File: src/rtl/dw_mac_sequencer.sv
// dw_mac_sequencer: feeds one depthwise window of activation/weight pairs
// into an external fixed-point multiplier and sums the returning products
// into a full-precision accumulator, also presenting a saturated copy.
module dw_mac_sequencer #(
    parameter int bitsize   = 14,
    parameter int FRAC_BITS = 9,
    parameter int TAPS      = 9
) (
    input  logic                                clk,
    input  logic                                rst,
    input  logic                                start,
    input  logic [bitsize-1:0]                  data_in,
    input  logic [bitsize-1:0]                  weight_in,
    input  logic                                in_valid,
    output logic                                in_ready,
    output logic                                mul_start,
    output logic [bitsize-1:0]                  mul_a,
    output logic [bitsize-1:0]                  mul_b,
    input  logic [2*bitsize-FRAC_BITS-1:0]      mul_result,
    input  logic                                mul_valid,
    output logic [2*bitsize-FRAC_BITS+3:0]      acc_result,
    output logic [bitsize-1:0]                  sat_result,
    output logic                                out_valid,
    output logic                                busy
);

    localparam int PW = 2*bitsize - FRAC_BITS;
    localparam int AW = PW + 4;
    localparam int CW = $clog2(TAPS + 1);

    localparam logic [1:0] IDLE  = 2'd0;
    localparam logic [1:0] FEED  = 2'd1;
    localparam logic [1:0] DRAIN = 2'd2;
    localparam logic [1:0] DONE  = 2'd3;

    // Saturation bounds, both in accumulator width and in word width.
    localparam logic signed [AW-1:0] SAT_MAX = {{(AW-bitsize+1){1'b0}}, {(bitsize-1){1'b1}}};
    localparam logic signed [AW-1:0] SAT_MIN = {{(AW-bitsize+1){1'b1}}, {(bitsize-1){1'b0}}};
    localparam logic [bitsize-1:0]   SAT_HI  = {1'b0, {(bitsize-1){1'b1}}};
    localparam logic [bitsize-1:0]   SAT_LO  = {1'b1, {(bitsize-1){1'b0}}};

    logic [1:0]               state_q, state_d;
    logic [CW-1:0]            issue_cnt_q, issue_cnt_d;
    logic [CW-1:0]            ret_cnt_q, ret_cnt_d;
    logic signed [AW-1:0]     acc_q, acc_d;
    logic [bitsize-1:0]       mul_a_q, mul_a_d;
    logic [bitsize-1:0]       mul_b_q, mul_b_d;
    logic                     mul_start_q, mul_start_d;
    logic                     accept_pair;
    logic                     retire_product;
    logic [bitsize-1:0]       sat_value;

    assign accept_pair    = (state_q == FEED) && in_valid;
    assign retire_product = ((state_q == FEED) || (state_q == DRAIN)) && mul_valid;

    // Next-state logic: issue pairs while feeding, fold returning products in
    // whenever a window is open, and leave DRAIN on the final return.
    always_comb begin
        state_d     = state_q;
        issue_cnt_d = issue_cnt_q;
        ret_cnt_d   = ret_cnt_q;
        acc_d       = acc_q;
        mul_a_d     = mul_a_q;
        mul_b_d     = mul_b_q;
        mul_start_d = 1'b0;

        if (retire_product) begin
            acc_d     = acc_q + {{(AW-PW){mul_result[PW-1]}}, mul_result};
            ret_cnt_d = ret_cnt_q + CW'(1);
        end

        case (state_q)
            IDLE: begin
                if (start) begin
                    state_d     = FEED;
                    acc_d       = '0;
                    issue_cnt_d = '0;
                    ret_cnt_d   = '0;
                end
            end
            FEED: begin
                if (accept_pair) begin
                    mul_a_d     = data_in;
                    mul_b_d     = weight_in;
                    mul_start_d = 1'b1;
                    issue_cnt_d = issue_cnt_q + CW'(1);
                    if (issue_cnt_q == CW'(TAPS - 1)) begin
                        state_d = DRAIN;
                    end
                end
            end
            DRAIN: begin
                if (ret_cnt_d == CW'(TAPS)) begin
                    state_d = DONE;
                end
            end
            default: begin
                state_d = IDLE;
            end
        endcase
    end

    // State and datapath registers with synchronous active-low reset.
    always_ff @(posedge clk) begin
        if (!rst) begin
            state_q     <= IDLE;
            issue_cnt_q <= '0;
            ret_cnt_q   <= '0;
            acc_q       <= '0;
            mul_a_q     <= '0;
            mul_b_q     <= '0;
            mul_start_q <= 1'b0;
        end else begin
            state_q     <= state_d;
            issue_cnt_q <= issue_cnt_d;
            ret_cnt_q   <= ret_cnt_d;
            acc_q       <= acc_d;
            mul_a_q     <= mul_a_d;
            mul_b_q     <= mul_b_d;
            mul_start_q <= mul_start_d;
        end
    end

    // Clamp the full-precision sum into the signed word range; the binary
    // point is shared, so the in-range case is a plain truncation.
    always_comb begin
        sat_value = acc_q[bitsize-1:0];
        if (acc_q > SAT_MAX) begin
            sat_value = SAT_HI;
        end else if (acc_q < SAT_MIN) begin
            sat_value = SAT_LO;
        end
    end

    assign in_ready   = (state_q == FEED);
    assign busy       = (state_q != IDLE);
    assign out_valid  = (state_q == DONE);
    assign mul_start  = mul_start_q;
    assign mul_a      = mul_a_q;
    assign mul_b      = mul_b_q;
    assign acc_result = acc_q;
    assign sat_result = sat_value;

endmodule

File: config.mk
export PLATFORM = sky130hd
export DESIGN_NAME = dw_mac_sequencer
export DESIGN_NICKNAME = d
export VERILOG_FILES = /design/src/rtl/dw_mac_sequencer.sv
export SDC_FILE = /design/constraint.sdc
export NUM_CORES = 1
export LEC_CHECK = 0
export ABC_AREA = 1
export BUFFER_PORTS_ARGS = -buffer_cell sky130_fd_sc_hd__buf_2
export CAP_MARGIN = 10
export CORE_ASPECT_RATIO = 0.5
export CORE_MARGIN = 1
export CORE_UTILIZATION = 57
export DETAILED_ROUTE_END_ITERATION = 7
export GPL_ROUTABILITY_DRIVEN = 0
export PLACE_DENSITY_LB_ADDON = 0.25
export REMOVE_ABC_BUFFERS = 1
export SYNTH_ARGS = -nofsm -noshare
export SYNTH_HDL_FRONTEND = slang
export SYNTH_SLANG_ARGS = --single-unit
File: constraint.sdc
create_clock -name clk -period 3.3 [get_ports clk]
set_input_delay 0.33 -clock clk [delete_from_list [all_inputs] [get_ports clk]]
set_output_delay 0.33 -clock clk [all_outputs]
set_load 0.02 [all_outputs]
==> flow_metrics.tcl <==
set metrics [dict create \
    p_leak_nw 2.93 \
    start_kind "register" \
    r2r_slack_ns 0.94 \
    fin_crit_sh_pct 71.6 \
    cts_tree "yes" \
    fin_skew_ns 0.00555 \
    slowest_stage "inv_2" \
    min_path_type "in -> reg" \
    finalHoldViolations 0 \
    synth_warnings 0 \
    cp_data_arrival_time_ns 2.59 \
    whs_path_depth 3 \
    path_delay_family "buffers and inverters" \
    layout.nets 891 \
    drv_slew 0 \
    crit_type "reg -> reg" \
    port_buffers 120 \
    ant_nets 0 \
    gr-total-overflow 0 \
    status "finished clean" \
    groute.usage.overall_pct 30.2 \
    rsz0062_at_grt "no" \
    clockBufferDepth 2 \
    cap_violations 0 \
    final.min_clock_period_ns 2.36 \
    fillerInstances 606 \
    ys_seq_elements 62 \
    drtIter0Drc 218 \
    start_util_pct 61.1 \
    critPathRequiredTime_ns 3.53 \
    max_stage_delay_ns 0.41 \
    cts-resized-gates 0 \
    crit_fanout 31 \
    ctsRootBufferMaster "clkbuf_16" \
    syn_avg_cell_area_um2 6.11 \
    die_h_um 62.8 \
    clk_pin_slew_ns 0.06 \
    syn_inst 691 \
    vias 4624 \
    ctsHtreeMaxLevel 3 \
    synth_edf_count 0 \
    holdBufCountCts 0 \
    cp_common_cell "nand2_1" \
    worst-path-stages 12 \
    post-route-drc-count 0 \
    area_growth_pct 22.5 \
    max_freq_ghz 0.423 \
    synthFlopType "dfxtp_1" \
    grt_pass1_wl_um 18100 \
    ys_seq_area_share_pct 29.4 \
    io_pins 121 \
    worstRegToRegCells 12 \
    synth-async-reset-ratio_pct 0 \
    vias_per_cell 5.10 \
    dp_hpwl_um 8240 \
    diodes 0 \
    worstMarginPinSlew_ns 0.509 \
    cts.sinks 62 \
    crit_buf_inv 3 \
    peakVddDrop_mv 0.605 \
    die_x_um 124 \
    dr.pass1.iters 4 \
    power_mw 4.43 \
    synth_area_mm2 0.00422 \
    setup_viol 0 \
    grt_pass1_vias 4274 \
    die-area_mm2 0.00777 \
    cts_setup_buffers 0 \
    rows 21 \
    slew_headroom_pct 66.0 \
    setup-tns-final_ns 0 \
    netlist-cell-type-count 30 \
    antenna_found_initial 0 \
    insertion_delay_ns 0.34 \
    p_per_area_mw_per_mm2 857 \
    cp-end-kind "register" \
    layout-drive-gt1-share_pct 19.4 \
    wl_per_cell_um 12.1 \
    design.core.area_mm2 0.00691 \
    grt_max_degree 33 \
    numCtsBuffers 9 \
    crit_chain "inv_1, ha_1, nand2_1, buf_4, inv_2, nand2_1, o21ai_1, nand2_1, nand3b_1, nand2_1, a21oi_1, nor2_1" \
    totalWireLength_um 11000 \
]
-- layout by cell type (no fill, tap or decap), types with 2 or more instances in the layout --
cell,count
a211oi_1,2
a21oi_2,4
o21ai_1,3
inv_2,3
clkbuf_16,9
buf_4,6
clkinvlp_4,2
nor3_1,5
o21bai_1,2
nand3_2,3
o21ai_0,38
nor2_1,100
nand2_2,3
buf_2,120
nand4_1,12
nand2_1,172
nand3_1,42
o211ai_1,5
clkinv_2,2
inv_1,130
xor2_1,3
dfxtp_1,62
clkinv_4,3
nor2_4,2
ha_1,29
a21oi_1,44
nand3b_1,2
-- worst reg2reg max path: cells and delay by family (launching register included) --
kind                     cells  cell delay (ns)
flip-flops                   1             0.38
adder cells (fa/ha/maj)      1             0.29
AND/OR/NAND/NOR              6             0.54
buffers and inverters        3             0.70
AO/OA/AOI/OAI                2             0.33
-- cells by family after synthesis --
| logic type | share of synthesized area, % |
|---|---|
| and+or+nand+nor | 34.0 |
| buffers and inverters | 13.9 |
| AOI/OAI and AO/OA | 12.7 |
| DFF | 29.4 |
| adders and majority gates | 9.07 |
| xor gates and xnor gates | 0.830 |
-- report_power, final --
| group | internal [mW] | switching (mW) | total (mW) |
|---|---|---|---|
| combinational | 0.832 | 1.68 | 2.51 |
| clock | 0.508 | 0.363 | 0.871 |
| sequential | 0.918 | 0.130 | 1.05 |
| total | 2.26 | 2.17 | 4.43 |
-- worst paths after layout --
check	start	to
worst max-delay path	state_q[0]$_SDFFE_PN0P_	state_q[1]$_SDFFE_PN0P_
worst min-delay path	data_in[8]	mul_a[8]$_SDFFE_PN0P_
worst max register to register	state_q[0]$_SDFFE_PN0P_	state_q[1]$_SDFFE_PN0P_
worst min register to register	mul_b[1]$_SDFFE_PN0P_	mul_b[1]$_SDFFE_PN0P_
-- final cells by class --
cell class	count	area, um^2	area share [%]
Timing Repair Buffer	126	646	12.5
Clock buffer	9	225	4.36
Clock inverter	7	51.3	0.992
Inverter	133	499	9.66
Multi-Input combinational cell	477	2390	46.3
Sequential cell	62	1240	24.0
Tap cell	92	115	2.23
-- flip-flops by register name, indices dropped and copies added, names as in the netlist --
| register | cells |
|---|---|
| acc_result | 23 |
| mul_a | 14 |
| mul_b | 14 |
| issue_cnt_q | 4 |
| ret_cnt_q | 4 |
| state_q | 2 |
| mul_start | 1 |
-- routing by layer --
layer / routed length [um] / track usage (%) / vias up
met3: 981 / 11.4 / 28
met5: 0 / 0 / -
met4: 329 / 13.0 / 0
li1: - / - / 2390
met1: 4780 / 34.4 / 2045
met2: 4900 / 50.1 / 161
-- through the flow --
stage	std cells	worst slack (ns)	cell area, um^2	utilization (%)	hold WS, ns
after floorplan	672	1.14	4130	-	0.451
after global placement	890	1.06	4890	70.8	0.457
after detailed placement	890	0.950	4890	70.8	0.468
after CTS	906	0.938	5170	74.8	0.237
after global routing	906	0.690	5170	74.8	0.250
final	906	0.937	5170	74.8	0.240
-- synthesized netlist by cell type, types with 4 or more instances --
master | number | area, um^2
ha_1 | 29 | 363
inv_1 | 130 | 488
nand2_1 | 172 | 646
a21oi_2 | 4 | 35.0
nor3_1 | 5 | 25.0
clkbuf_1 | 11 | 41.3
o21ai_0 | 38 | 190
nand4_1 | 12 | 75.1
nand3_1 | 42 | 210
a21oi_1 | 44 | 220
buf_2 | 5 | 25.0
dfxtp_1 | 62 | 1240
nor2_1 | 100 | 375
o211ai_1 | 5 | 37.5
(Power assumes the default switching activity.)
